$ cat src/rtl/cache_flush_ctrl_pkg.sv
// cache_flush_ctrl_pkg: shared cache geometry helpers and flush sequencer state encoding
package cache_flush_ctrl_pkg;

   typedef enum logic [2:0] {INIT, IDLE, FLUSH, DRAIN, DONE} flush_state_t;

   function automatic int calc_lines(int cache_size, int line_size, int num_banks, int num_ways);
      return cache_size / (line_size * num_banks * num_ways);
   endfunction

   function automatic int calc_lsb(int lines);
      return (lines > 2) ? $clog2(lines) : 1;
   endfunction

endpackage

$ cat src/rtl/cache_flush_ctrl.sv
// cache_flush_ctrl: per-bank tag init sweep and flush walker ahead of the tag store
module cache_flush_ctrl
   import cache_flush_ctrl_pkg::*;
#(
   parameter int CACHE_SIZE = 1024,
   parameter int LINE_SIZE  = 16,
   parameter int NUM_BANKS  = 1,
   parameter int NUM_WAYS   = 1,
   parameter bit WRITEBACK  = 0,
   localparam int LINES     = calc_lines(CACHE_SIZE, LINE_SIZE, NUM_BANKS, NUM_WAYS),
   localparam int LSB       = calc_lsb(LINES)
) (
   input  logic                clk,
   input  logic                reset,
   input  logic                flush_req_valid,
   output logic                flush_req_ready,
   output logic                flush_done_valid,
   input  logic                flush_done_ready,
   output logic                out_valid,
   input  logic                out_ready,
   output logic                out_init,
   output logic                out_flush_line,
   output logic [NUM_WAYS-1:0] out_flush_way_sel,
   output logic [LSB-1:0]      out_line_sel,
   input  logic                drain_busy,
   output logic                busy
);

   flush_state_t        state;
   logic [LSB-1:0]      line;
   logic [NUM_WAYS-1:0] way;
   logic                pend;
   logic                run;

   // run is low only for the cycle right after reset so no slot is shown while reset is held
   logic last_line, last_way;
   logic [NUM_WAYS-1:0] way_rot;

   // way rotation and wrap detection; the rotate degenerates to a constant when NUM_WAYS is 1
   always_comb begin
      last_line = line == LSB'(LINES - 1);
      last_way  = way[NUM_WAYS-1];
      way_rot   = (way << 1) | (way >> (NUM_WAYS - 1));
   end

   // sequencer: state, line counter, way rotator and the flush-pending flag for the re-init flush
   always_ff @(posedge clk) begin
      if (reset) begin
         state <= INIT;
         line  <= '0;
         way   <= NUM_WAYS'(1);
         pend  <= 1'b0;
         run   <= 1'b0;
      end else begin
         run <= 1'b1;
         case (state)
            INIT:
               if (run && out_ready) begin
                  line  <= last_line ? '0 : line + LSB'(1);
                  state <= last_line ? (pend ? DRAIN : IDLE) : INIT;
               end
            IDLE:
               if (flush_req_valid) begin
                  state <= WRITEBACK ? FLUSH : INIT;
                  pend  <= !WRITEBACK;
               end
            FLUSH:
               if (out_ready) begin
                  way <= way_rot;
                  if (last_way) begin
                     line  <= last_line ? '0 : line + LSB'(1);
                     state <= last_line ? DRAIN : FLUSH;
                  end
               end
            DRAIN:
               if (!drain_busy) begin
                  state <= DONE;
                  pend  <= 1'b0;
               end
            DONE:
               if (flush_done_ready) state <= IDLE;
            default: state <= INIT;
         endcase
      end
   end

   // outputs decoded straight from the registered state, so they hold while the pipeline stalls
   always_comb begin
      out_valid         = run && (state == INIT || state == FLUSH);
      out_init          = run && state == INIT;
      out_flush_line    = state == FLUSH;
      out_flush_way_sel = state == FLUSH ? way : '0;
      out_line_sel      = line;
      flush_req_ready   = state == IDLE;
      flush_done_valid  = state == DONE;
      busy              = state != IDLE;
   end

endmodule

$ cat config.mk
export PLATFORM = sky130hd
export DESIGN_NAME = cache_flush_ctrl
export DESIGN_NICKNAME = d
export VERILOG_FILES = /design/src/rtl/cache_flush_ctrl_pkg.sv /design/src/rtl/cache_flush_ctrl.sv
export SDC_FILE = /design/constraint.sdc
export NUM_CORES = 1
export LEC_CHECK = 0
export CORE_MARGIN = 5
export CORE_UTILIZATION = 42
export DETAILED_ROUTE_END_ITERATION = 7
export PLACE_DENSITY = 0.74
export SETUP_SLACK_MARGIN = 0.4
export SLEW_MARGIN = 20
export SYNTH_ARGS = -nofsm -noshare
export SYNTH_HDL_FRONTEND = slang
export SYNTH_SLANG_ARGS = --single-unit
$ cat constraint.sdc
create_clock -name clk -period 2.29 [get_ports clk]
set_clock_uncertainty 0.2 [all_clocks]
set_input_delay 0.687 -clock clk [delete_from_list [all_inputs] [get_ports clk]]
set_output_delay 0.687 -clock clk [all_outputs]
set_load 0.03 [all_outputs]
==> metrics.md <==
| Metric | Value |
|---|---|
| Clock Path Buffers | `2` |
| Fin crit period | `2.08 ns` |
| Tightest Pin Transition | `between 0.3 and 0.4 ns` |
| NumNets Final | `110` |
| R2R setup slack | `0.26 ns` |
| Synth Flop Type | `dfxtp_1` |
| Post-synthesis sequential area ratio | `about two fifths` |
| Cells on Worst Hold Path | `2` |
| Synth Warn # | `0` |
| PortBufs | `18` |
| Final hold slack | `0.322 ns` |
| CTS Root Cell | `clkbuf_4` |
| Final Max Slew Viols | `0` |
| R2R depth | `6` |
| Hold crit path type | `flip-flop to flip-flop` |
| GRT overflow | `0` |
| IO Count | `19` |
| Placed instance count | `between 100 and 150` |
| Die area | `~2200 µm²` |
| Largest net degree at the start of global routing | `8` |
| Cts hold-fix bufs | `0` |
| Avg Inst Size Synth | `roughly 7.9 µm²` |
| Core area | `1280 µm²` |
| Startpoint types | `flip-flop` |
| Cell Pwr Density | `around 400 nW/µm²` |
| Antenna-violating nets left | `0` |
| Post-route DRC | `0` |
| WP data required | `around 1.4 ns` |
| RR Endpoint | `out_line_sel[1]` |
| Leakage power | `0.376 nW` |
| Ant diodes | `0` |
| F_max | `about 480 MHz` |
| Finish-stage setup viols | `0` |
| Global-route usage over all layers | `about 16%` |
| Period utilization | `91.0%` |
| Antenna violations before repair | `0` |
| Drt pass-1 iters | `4` |
| Data arrival, critical path | `~1.2 ns` |
| Clk sinks | `11` |
| Outcome | `finished, final reports clean` |
| Clock latency on the worst-skew pair | `between 0.2 and 0.3 ns` |
| Total CTS buffers | `3` |
| First-pass GRT wire length | `2.44 mm` |
| Post-DP Area | `807 µm²` |
| Flops & latches, synth | `11` |
| Crit Path Category | `flip-flop to output pin` |
| Starting Density | `between 40% and 50%` |
| Non-Filler Instances | `between 100 and 150` |
| TritonCTS clock tree | `built` |
| Vias | `594` |
| Cell variety after synth | `28` |
| Worst VDD drop | `between 0.3 and 0.4 mV` |
| GP Congestion | `about 0.83` |
| Clk slew on worst S/H paths | `about 0.07 ns` |
| Mapped Area | `568 µm²` |
| Hold_sp | `out_line_sel[1]` |
| Multi-input gate area | `roughly 370 µm²` |
| Post-Synthesis Cells | `72` |
| Worst slack at placement | `-0.000556 ns` |
| Design area | `between 900 and 1000 µm²` |
| WL per Instance | `between 10 and 15 µm` |
| Rel. slew slack | `78.1%` |
| Share of layout cells above drive strength 1 | `between 40% and 50%` |
| Die H | `about 47 µm` |
| Worst Path Max Fanout | `3` |
| Routed WL | `1.51 mm` |
| Hold EP | `out_line_sel[1]` |
| Synth Net Count | `just under 80` |
| EDFF count, synth | `0` |
| Worst r2r src | `state[0]` |
| Final WS setup | `0.206 ns` |
| Via-to-Cell Ratio | `5.08` |
| MaxCap Viol Count | `0` |
| Rows | `13` |
| Filler instances | `between 100 and 150` |
| Area delta synth->final | `61.2%` |
| Post-synth ARST share | `0%` |
| Vias in the first global route | `562` |
| Final HPWL DP | `~1.0 mm` |
| DRT iter0 DRCs | `12` |
| Die Width | `between 40 and 50 µm` |
| Worst Setup End Kind | `output pin` |
| Final Util | `a little under three quarters` |
| H-tree levels | `1` |
| RSZ-0062 raised after global routing | `yes` |
| FF+latch area | `between 200 and 250 µm²` |
| Final Hold Vio Count | `0` |
-- cell type report --
type,instances,area share [%]
Tap cell,15,2.05
Timing Repair Buffer,29,27.3
Clock buffer,4,2.87
Sequential cell,11,25.0
Multi-Input combinational cell,53,40.7
Inverter,5,2.05
-- state kept, by name, summed over array words and instances, names as in the netlist --
name / flops
out_line_sel: 6
run: 1
state: 3
pend: 1
-- cell families (layout without fill, tap and decap cells) --
| logic type | after synthesis | in the layout | share of synthesized area (%) |
|---|---|---|---|
| buf+inv | 8 | 38 | 6.17 |
| flops | 11 | 11 | 38.8 |
| fa+ha+maj | 1 | 1 | 2.20 |
| xor+xnor | 5 | 5 | 7.71 |
| compound gates | 11 | 11 | 12.1 |
| simple gates | 36 | 36 | 33.0 |
-- stage by stage --
step             TNS, ns  power [mW]
4_1_cts                0       0.374
3_3_place_gp           0       0.243
2_1_floorplan          0       0.221
5_1_grt                0       0.388
3_5_place_dp   -0.000556       0.244
6_report               0       0.370
-- timing repair --
item                                    4_1_cts  5_1_grt
endpoints found under the hold margin         0        0
pin swaps                                     1        5
gates resized for setup                      56       14
endpoints found under the setup margin       20       17
setup buffers                                 2        2
-- worst max-delay path by stage --
stage / startpoint / to
after floorplan: state[0] / out_init
after global placement: state[0] / busy
after detailed placement: state[0] / busy
after CTS: state[0] / busy
after global routing: state[0] / busy
final: state[0] / flush_done_valid
-- layout by cell type (no fill, tap or decap), drive strengths merged, types with 3 or more instances in the layout --
master	count
a21oi	3
and2	3
buf	21
clkbuf	4
clkdlybuf4s15	3
clkdlybuf4s50	4
dfxtp	11
inv	5
nand2	6
nor2	11
nor3	4
o21ai	4
xnor2	5
-- Yosys cell counts, types with 2 or more instances --
cell type,n,share of area [%]
a21oi_1,3,2.6
nand3_1,2,1.8
nor2b_1,2,2.2
xnor2_1,5,7.7
o21ai_1,2,1.8
inv_1,5,3.3
nor3_1,4,3.5
o21ai_0,2,1.8
nand2_1,5,3.3
nor4_1,2,2.2
and2_1,3,3.3
dfxtp_1,11,39
nor2_1,11,7.3
-- critical path, stage by stage (launching register included) --
cell and delay (ns):
dfxtp_4 0.36, buf_4 0.14, nor3b_2 0.23, buf_4 0.20
-- per-layer routing --
metal | GRT usage [%] | wire (µm)
met5 | 0 | 0
met2 | 27.6 | 761
met4 | 8.29 | 13
met1 | 17.1 | 579
met3 | 4.21 | 151
-- power by group --
group | total (mW) | internal [mW] | leakage [nW] | switching, mW
sequential | 0.195 | 0.192 | 0.0913 | 0.00288
combinational | 0.0442 | 0.0207 | 0.270 | 0.0234
clock | 0.131 | 0.0673 | 0.0150 | 0.0636
Note: power is estimated with default switching activity, not from simulation.
